## src/rtl/sdram_rd_sched.sv

```systemverilog
// ----------------------------------------------------------------------------
// sdram_rd_sched
//   Round-robin scheduler that hands SDRAM burst reads to one of NUM_CH
//   channel FIFOs. A channel with pending data is chosen, its FIFO ready is
//   checked through the downstream selector, a burst read is requested and
//   BURST_LEN returned beats are strobed into that channel's FIFO.
//
// Parameters
//   NUM_CH      number of channels (1..20)
//   BURST_LEN   read beats per granted burst (2..65535)
//   READY_WAIT  CHECK cycles spent waiting for fifo_ready before the channel
//               is skipped (only with SDRAM_SCHED_READY_WAIT_EN defined)
//
// Ports
//   clk         clock, rising edge
//   rst         synchronous active-high reset
//   ch_req      per-channel "read data pending" flags
//   channel     registered selected channel index (drives ready selector)
//   fifo_ready  ready of the FIFO currently addressed by channel
//   rd_req      burst read request, held until rd_ack
//   rd_ack      SDRAM controller accepted rd_req
//   rd_valid    one read data beat valid
//   fifo_wr     write strobe to the selected FIFO (rd_valid while in BURST)
//   burst_done  one-cycle pulse on the final beat of a burst
//   busy        high whenever the scheduler is not IDLE
//   beat_err    sticky flag: rd_valid seen outside BURST
//
// Build option
//   SDRAM_SCHED_READY_WAIT_EN  when defined, CHECK waits up to READY_WAIT
//                              cycles for fifo_ready; otherwise CHECK lasts
//                              exactly one cycle.
// ----------------------------------------------------------------------------
module sdram_rd_sched #(
  parameter int NUM_CH     = 20,
  parameter int BURST_LEN  = 256,
  parameter int READY_WAIT = 16
) (
  input  logic              clk,
  input  logic              rst,
  input  logic [NUM_CH-1:0] ch_req,
  output logic [7:0]        channel,
  input  logic              fifo_ready,
  output logic              rd_req,
  input  logic              rd_ack,
  input  logic              rd_valid,
  output logic              fifo_wr,
  output logic              burst_done,
  output logic              busy,
  output logic              beat_err
);

  if (NUM_CH < 1 || NUM_CH > 20 || BURST_LEN < 2 || BURST_LEN > 65535 || READY_WAIT < 1) begin : g_param_check
    $error("sdram_rd_sched: parameter out of range");
  end

  localparam logic [7:0]  LP_NCH       = 8'(NUM_CH);
  localparam logic [7:0]  LP_LAST_CH   = 8'(NUM_CH - 1);
  localparam logic [15:0] LP_BURST_LEN = 16'(BURST_LEN);

  typedef enum logic [1:0] {
    ST_IDLE,
    ST_CHECK,
    ST_REQ,
    ST_BURST
  } state_t;

  state_t r_state;
  state_t w_state_nxt;

  logic [7:0]  r_channel;
  logic [7:0]  r_ptr;
  logic [15:0] r_beat;
  logic        r_beat_err;

  // control strobes from the next-state logic
  logic w_grant;     // load channel with the search result
  logic w_release;   // ptr <= channel (skip or burst complete)
  logic w_ack;       // request accepted, clear beat counter
  logic w_beat_en;   // count one beat

  // round-robin search
  logic [7:0]        w_start;
  logic [NUM_CH-1:0] w_rot;
  logic [7:0]        w_off;
  logic [7:0]        w_sum;
  logic [7:0]        w_pick;
  logic              w_any_req;

  logic [15:0] w_beat_inc;
  logic        w_last_beat;

  // Search begins one past ptr. Duplicating ch_req and shifting by the start
  // index puts the search order at bit 0 upward, so the lowest set bit of the
  // rotated vector is the offset of the winner. A lone requester equal to ptr
  // lands at offset NUM_CH-1 and is granted again.
  assign w_start   = (r_ptr == LP_LAST_CH) ? 8'd0 : r_ptr + 8'd1;
  assign w_rot     = NUM_CH'({ch_req, ch_req} >> w_start);
  assign w_any_req = |ch_req;

  always_comb begin
    w_off = '0;
    for (int i = NUM_CH - 1; i >= 0; i--) begin
      if (w_rot[i]) begin
        w_off = 8'(i);
      end
    end
  end

  assign w_sum  = w_start + w_off;
  assign w_pick = (w_sum >= LP_NCH) ? w_sum - LP_NCH : w_sum;

  assign w_beat_inc  = r_beat + 16'd1;
  assign w_last_beat = (w_beat_inc == LP_BURST_LEN);

`ifdef SDRAM_SCHED_READY_WAIT_EN
  localparam logic [15:0] LP_WAIT_LAST = 16'(READY_WAIT - 1);

  // counts consecutive CHECK cycles with fifo_ready low
  logic [15:0] r_wait;

  always_ff @(posedge clk) begin
    if (rst) begin
      r_wait <= '0;
    end else if (r_state == ST_CHECK) begin
      r_wait <= r_wait + 16'd1;
    end else begin
      r_wait <= '0;
    end
  end
`endif

  always_comb begin
    w_state_nxt = r_state;
    w_grant     = 1'b0;
    w_release   = 1'b0;
    w_ack       = 1'b0;
    w_beat_en   = 1'b0;
    rd_req      = 1'b0;
    fifo_wr     = 1'b0;
    burst_done  = 1'b0;
    busy        = 1'b1;

    unique case (r_state)
      ST_IDLE: begin
        busy = 1'b0;
        if (w_any_req) begin
          w_grant     = 1'b1;
          w_state_nxt = ST_CHECK;
        end
      end

      ST_CHECK: begin
`ifdef SDRAM_SCHED_READY_WAIT_EN
        if (fifo_ready) begin
          w_state_nxt = ST_REQ;
        end else if (r_wait == LP_WAIT_LAST) begin
          w_release   = 1'b1;
          w_state_nxt = ST_IDLE;
        end
`else
        if (fifo_ready) begin
          w_state_nxt = ST_REQ;
        end else begin
          w_release   = 1'b1;
          w_state_nxt = ST_IDLE;
        end
`endif
      end

      ST_REQ: begin
        rd_req = 1'b1;
        if (rd_ack) begin
          w_ack       = 1'b1;
          w_state_nxt = ST_BURST;
        end
      end

      ST_BURST: begin
        fifo_wr = rd_valid;
        if (rd_valid) begin
          w_beat_en = 1'b1;
          if (w_last_beat) begin
            burst_done  = 1'b1;
            w_release   = 1'b1;
            w_state_nxt = ST_IDLE;
          end
        end
      end

      default: begin
        w_state_nxt = ST_IDLE;
      end
    endcase
  end

  always_ff @(posedge clk) begin
    if (rst) begin
      r_state    <= ST_IDLE;
      r_channel  <= '0;
      r_ptr      <= LP_LAST_CH;
      r_beat     <= '0;
      r_beat_err <= 1'b0;
    end else begin
      r_state <= w_state_nxt;
      if (w_grant) begin
        r_channel <= w_pick;
      end
      if (w_release) begin
        r_ptr <= r_channel;
      end
      if (w_ack) begin
        r_beat <= '0;
      end else if (w_beat_en) begin
        r_beat <= w_beat_inc;
      end
      if (rd_valid && (r_state != ST_BURST)) begin
        r_beat_err <= 1'b1;
      end
    end
  end

  assign channel  = r_channel;
  assign beat_err = r_beat_err;

endmodule
```

## config.mk

```make
export PLATFORM = sky130hd
export DESIGN_NAME = sdram_rd_sched
export DESIGN_NICKNAME = d
export VERILOG_FILES = /design/src/rtl/sdram_rd_sched.sv
export SDC_FILE = /design/constraint.sdc
export NUM_CORES = 1
export LEC_CHECK = 0
export ABC_CLOCK_PERIOD_IN_PS = 13220
export CORE_MARGIN = 5
export CORE_UTILIZATION = 53
export CTS_CLUSTER_DIAMETER = 60
export DETAILED_ROUTE_END_ITERATION = 12
export PLACE_DENSITY = 0.85
export SLEW_MARGIN = 20
export SYNTH_ARGS = -nofsm -noshare
export SYNTH_HDL_FRONTEND = slang
export SYNTH_SLANG_ARGS = --single-unit
```

## constraint.sdc

```tcl
create_clock -name clk -period 13.22 [get_ports clk]
set_input_delay 2.644 -clock clk [delete_from_list [all_inputs] [get_ports clk]]
set_output_delay 2.644 -clock clk [all_outputs]
set_load 0.1 [all_outputs]
```

==> results of run 1 <==
cell families (layout without fill, tap and decap cells):
| group | count (synthesis) | after routing |
|---|---|---|
| compound gates | 234 | 234 |
| xor+xnor | 31 | 31 |
| flops | 35 | 35 |
| simple gates | 230 | 230 |
| buf+inv | 69 | 70 |
| fa+ha+maj | 10 | 10 |
| mux | 29 | 29 |
final timing paths:
check,from,end,slack (ns),cells after the start
min,r_beat[1],r_beat[1],0.48,2
max,ch_req[16],channel[5],5.36,22
min reg2reg,r_beat[1],r_beat[1],0.48,2
max reg2reg,r_ptr[0],channel[5],5.71,22
final cells by class:
type,instances,share of cell area (%)
multi-input cells,534,72.4
flip-flops and latches,35,13.6
repair buffers,43,8.05
well taps,108,2.62
clock buffers,7,1.87
inverters,19,1.38
clock inverters,1,0.145
per-layer routing:
metal | share of wire, % | global-route usage (%)
met3 | 8.8 | 4.69
met2 | 45 | 43.8
met1 | 41 | 35.6
met5 | 0 | 0
met4 | 4.9 | 13.4
critical path, cell delays in order:
cell             delay [ns]
clkdlybuf4s50_1        0.55
mux2_2                 0.34
a211oi_1               0.44
a211oi_1               0.13
o21bai_1               0.22
a31o_2                 0.26
o221a_2                0.29
a211o_1                0.24
a31o_1                 0.18
o211ai_1               0.17
a41oi_1                0.13
ha_1                   0.24
fa_1                   0.41
xnor2_1                0.43
inv_1                  0.10
ha_1                   0.20
nand2_1                0.05
a21oi_1                0.07
nor3_1                 0.53
nor2_1                 0.12
mux2i_1                0.17
a211oi_1               0.09
flip-flops by register name, summed over array words and instances, names as in the netlist, named ones only:
register / flops
beat_err: 1
channel: 8
r_beat: 16
r_ptr: 8
r_state: 1
report_power, final:
group / internal (mW) / switching (mW)
logic: 0.250 / 0.454
clock network: 0.0474 / 0.0378
registers: 0.118 / 0.0158
cells in the final DEF (no fill, tap or decap), types with 5 or more instances in the layout:
master           netlist  routed
a211o_1                9       9
a211oi_1              21      21
a21o_1                12      12
a21oi_1               42      42
a221o_1                8       8
a22o_1                 5       5
a31oi_1                8       8
buf_4                  1       6
clkbuf_8               0       7
clkdlybuf4s50_1        0      37
dfxtp_1               35      35
ha_1                   9       9
inv_1                 17      17
mux2_2                 5       5
mux2i_1               23      23
nand2_1               48      48
nand3_1               21      21
nand4_1               15      15
nor2_1                71      71
nor2b_1                8       8
nor3_1                15      15
nor4_1                 9       9
o211a_1                7       7
o211ai_1              11      11
o21a_1                 6       6
o21ai_0               23      23
o221ai_1              10      10
or3_1                  8       8
xnor2_1               15      15
xor2_1                16      16
stage by stage:
| stage | hold slack [ns] | setup WS (ns) |
|---|---|---|
| CTS | 0.477 | 5.43 |
| global placement | 0.457 | 5.32 |
| global route | 0.514 | 4.74 |
| floorplan | 0.449 | 6.06 |
| finish | 0.478 | 5.36 |
| detailed placement | 0.467 | 5.16 |
==> results.yml, run 1 <==
synth:
  synth.largest_area_cell: "dfxtp_1"
  synth_most_common_cell: "nor2_1"
  synth_xor_area_share_pct: 5.71
  synthFlopType: "dfxtp_1"
  synth_edf_count: 0
  seq_area_frac_synth_pct: 14.7
  synth_top_family_by_area: "compound AO/OA/AOI/OAI gates"
  syn_nets: 673
  yosysTopAreaCellShare_pct: 14.7
  synth-compound-area-share_pct: 38.5
  synth_area_um2: 4750
  ys_seq_elements: 35
  synth-async-reset-ratio_pct: 0
  yosys-top-cells-count: "nor2_1 (71), nand2_1 (48), a21oi_1 (42), dfxtp_1 (35), clkbuf_1 (25)"
  synthTopCellsByArea: "dfxtp_1 (15%), nor2_1 (5.6%), mux2i_1 (4.8%), a21oi_1 (4.4%), nand2_1 (3.8%)"
  yosysWarnings: 0
  synthCells: 638
  yosys.area_share.simple_pct: 24.9
  avgSynthCellArea_um2: 7.45
  synthAdderAreaFrac_pct: 2.79
  yosysUniqueCellTypes: 97
  synthMuxAreaShare_pct: 6.50
min_path:
  hold_path_class: "reg -> reg"
pwr:
  ir_drop_v: 0.000169
  p_leak_nw: 1.91
  power.density_nw_per_um2: 179
  power_mw: 0.922
route:
  drtPass1Iterations: 5
  initialDrtViolationCount: 578
  vias_per_cell: 7.20
  post_drt_wl_per_cell_um: 21.0
  vias: 5376
  drcViolationCount: 0
  drt-total-wl_um: 15700
  drtAntennaViolNets: 0
sta:
  skew_ns: 0.00660
  final.period_utilization_pct: 59.5
  slew_headroom_pct: 26.7
  setup_viol: 0
  hold_violations: 0
  fmax_mhz: 127
  worst_slew_pin_slew_ns: 1.10
  rsz0062_at_grt: "no"
  period_needed_ns: 7.86
  report.final.slew_viol_count: 0
  fin_setup_tns_ns: 0
critical_path:
  critical_path_arrival_ns: 8.00
  crit_fanout: 7
  start_kind: "input pin"
  end_kind: "flop"
  required_ns: 13.36
  crit_type: "in -> reg"
clock_network:
  cts.sinks: 35
  clkSlewWorstSetupHoldPaths_ns: 0.07
  post-cts-setup-buffers: 0
  clock_latency_ns: 0.29
  cts_resized: 0
  cts-buffers-inserted: 5
  cts_max_level: 2
  tritoncts: "done"
  holdBufCountCts: 0
  cts_buffer_depth: 2
  cts_root_buffer: "clkbuf_8"
place:
  routabilityCongestion: 0.986
  place_hpwl_um: 11700
  placedInstanceArea_um2: 5060
  place_inst: 739
  place.port_buffers: 37
finish:
  drive_gt1_share_pct: 8.29
  fin_util_pct: 59.2
  multi_input_area_um2: 3730
  antenna_cells: 0
  fin_area_um2: 5160
  nNetsFinal: 673
  regArea_um2: 701
  final_cell_count_no_fill: 747
  num-fill-cells: 776
  area_delta_synth_final_pct: 8.53
grt:
  grt_pass1_wl_um: 25700
  overflow: 0
  grt_pass1_vias: 5166
  grt_max_degree: 50
  grt_usage_pct: 27.4
  antenna_found_initial: 0
floorplan:
  start_util_pct: 54.5
  row_count: 34
  die_area_um2: 11000
  die_w_um: 105
  top_level_ports: 38
  core_area_um2: 8720
  die_h_um: 105
run_status:
  outcome: "finished, final reports clean"
job:
  cap_violations: 0
Power figures use the tool's default switching activity.
==> run 2, diff against run 1 <==
--- a/config.mk
+++ b/config.mk
@@ -5,12 +5,12 @@
 export SDC_FILE = /design/constraint.sdc
 export NUM_CORES = 1
 export LEC_CHECK = 0
-export ABC_CLOCK_PERIOD_IN_PS = 13220
+export ABC_CLOCK_PERIOD_IN_PS = 6400
 export CORE_MARGIN = 5
 export CORE_UTILIZATION = 53
 export CTS_CLUSTER_DIAMETER = 60
 export DETAILED_ROUTE_END_ITERATION = 12
-export PLACE_DENSITY = 0.85
+export PLACE_DENSITY = 0.88
 export SLEW_MARGIN = 20
 export SYNTH_ARGS = -nofsm -noshare
 export SYNTH_HDL_FRONTEND = slang
==> constraint.sdc (replaced) <==
create_clock -name clk -period 6.4 [get_ports clk]
set_input_delay 1.28 -clock clk [delete_from_list [all_inputs] [get_ports clk]]
set_output_delay 1.28 -clock clk [all_outputs]
set_load 0.1 [all_outputs]
==> run 2 against run 1 <==
  * Hold slack better by 0.0093 ns
  * Setup slack worse by 5.0 ns
  * Largest cell class unchanged
  * Non-clock buffer count up 40
  * Clock skew down 0.0014 ns
==> results.yml, run 2 (synthesized netlist as in run 1, its figures left out) <==
pwr:
  power_switching_mw: 1.11
  p_leak_nw: 2.11
  switching_share_pct: 55.0
  power_frac_seq_pct: 13.3
  power_mw: 2.02
  internal_power_mw: 0.909
  share_comb_of_total_power_pct: 79.0
  clockPowerShare_pct: 7.7
  ir_drop_v: 0.000431
  power.density_nw_per_um2: 368
clock_network:
  cts_buffer_depth: 2
  cts_max_level: 2
  cts.sinks: 35
  holdBufCountCts: 0
  clock_latency_ns: 0.29
  tritoncts: "done"
  cts_root_buffer: "clkbuf_8"
  cts-buffers-inserted: 5
  clkSlewWorstSetupHoldPaths_ns: 0.07
critical_path:
  crit_fanout: 4
  required_ns: 6.55
  start_kind: "input pin"
  crit_start: "ch_req[14]"
  crit_chain: "clkdlybuf4s50_1, mux2_2, a211oi_2, a211oi_1, o21bai_1, a31o_2, o221a_2, a211o_1, a31o_1, o211ai_1, a41oi_1, ha_1, fa_1, a21o_1, a21oi_1, nor2b_1, o21ai_0, xor2_1, o21ai_0, o2bb2ai_1, xnor2_1, a22oi_1, nor2_1"
  crit_top_cell: "o21ai_0"
  critPathSlowestCell: "clkdlybuf4s50_1"
  crit_type: "in -> reg"
  slowest_delay_ns: 0.47
  regToRegStartpoint: "r_ptr[1]"
  critical_path_arrival_ns: 6.22
  end_kind: "flop"
route:
  drcViolationCount: 0
  drt-total-wl_um: 17700
  vias: 5579
  post_drt_wl_per_cell_um: 22.5
  drtPass1Iterations: 6
  vias_per_cell: 7.10
  drtAntennaViolNets: 0
  initialDrtViolationCount: 696
grt:
  overflow: 0
  antenna_found_initial: 0
  grt_pass1_vias: 5322
  grt_usage_pct: 30.8
  grt_pass1_wl_um: 28200
  grt_max_degree: 29
floorplan:
  die_w_um: 105
  row_count: 34
  die_h_um: 105
  die_area_um2: 11000
  start_util_pct: 54.5
  top_level_ports: 38
  core_area_um2: 8720
sta:
  skew_ns: 0.00517
  setup_viol: 0
  final.period_utilization_pct: 94.9
  period_needed_ns: 6.07
  hold_violations: 0
  worst_slew_pin_slew_ns: 0.983
  fin_setup_tns_ns: 0
  report.final.slew_viol_count: 0
  fmax_mhz: 165
  slew_headroom_pct: 34.3
  layout_setup_ws_ns: 0.327
  fin_hold_ws_ns: 0.488
finish:
  final_cell_mix: "nor2_1 (71), nand2_1 (48), buf_4 (46)"
  fin_util_pct: 62.9
  final_cell_count_no_fill: 786
  nNetsFinal: 713
  antenna_cells: 0
  final_common_cell: "nor2_1"
  area_delta_synth_final_pct: 15.4
  largest_register_ffs: 16
  top_register: "r_beat"
  drive_gt1_share_pct: 14.7
  fin_area_um2: 5490
min_path:
  min_from: "r_beat[1]"
  hold_path_class: "reg -> reg"
place:
  placedInstanceArea_um2: 5320
  routabilityCongestion: 1.04
  dp_worst_setup_slack_ns: 0.0120
  place_hpwl_um: 13300
  place_inst: 774
  place.port_buffers: 37
job:
  cap_violations: 0
run_status:
  outcome: "finished, final reports clean"
[run 2: worst paths after layout]
| path | end | slack, ns | depth (start not counted) |
|---|---|---|---|
| max | channel[7] | 0.33 | 23 |
| min | r_beat[1] | 0.49 | 2 |
| max reg2reg | channel[7] | 0.38 | 24 |
| min reg2reg | r_beat[1] | 0.49 | 2 |
[run 2: worst max-delay path: cells and delay by family]
family,cells,cell delay (ns)
buffers and inverters,1,0.47
AOI/OAI and AO/OA,15,2.93
xor gates and xnor gates,2,0.46
and+or+nand+nor,2,0.12
muxes,1,0.30
adders and majority gates,2,0.65
[run 2: final cells by class]
class	count	area, um2
Sequential cell	35	701
Multi-Input combinational cell	534	3780
Clock buffer	5	68.8
Clock inverter	2	13.8
Tap cell	108	135
Fill cell	799	3230
Inverter	19	71.3
Timing Repair Buffer	83	716
[run 2: what timing repair did]
action / 4_1_cts / 5_1_grt
endpoints found under the hold margin: 0 / 0
buffers inserted: 0 / 5
resized for setup: 0 / 9
endpoints found under the setup margin: 0 / 6
[run 2: layer usage]
metal | vias to the layer above | global-route usage (%) | routed length, um
met2 | 343 | 49.5 | 8000
met4 | 0 | 14.8 | 947
met1 | 2612 | 40.7 | 7160
li1 | 2550 | - | -
met5 | - | 0 | 0
met3 | 74 | 4.13 | 1560
[run 2: power by group through the flow]
stage	Sequential (mW)	Clock (mW)	Combinational [mW]
floorplan	0.398	0	0.976
global placement	0.271	0	1.50
detailed placement	0.272	0	1.51
CTS	0.268	0.159	1.52
global route	0.271	0.168	1.70
finish	0.269	0.155	1.59
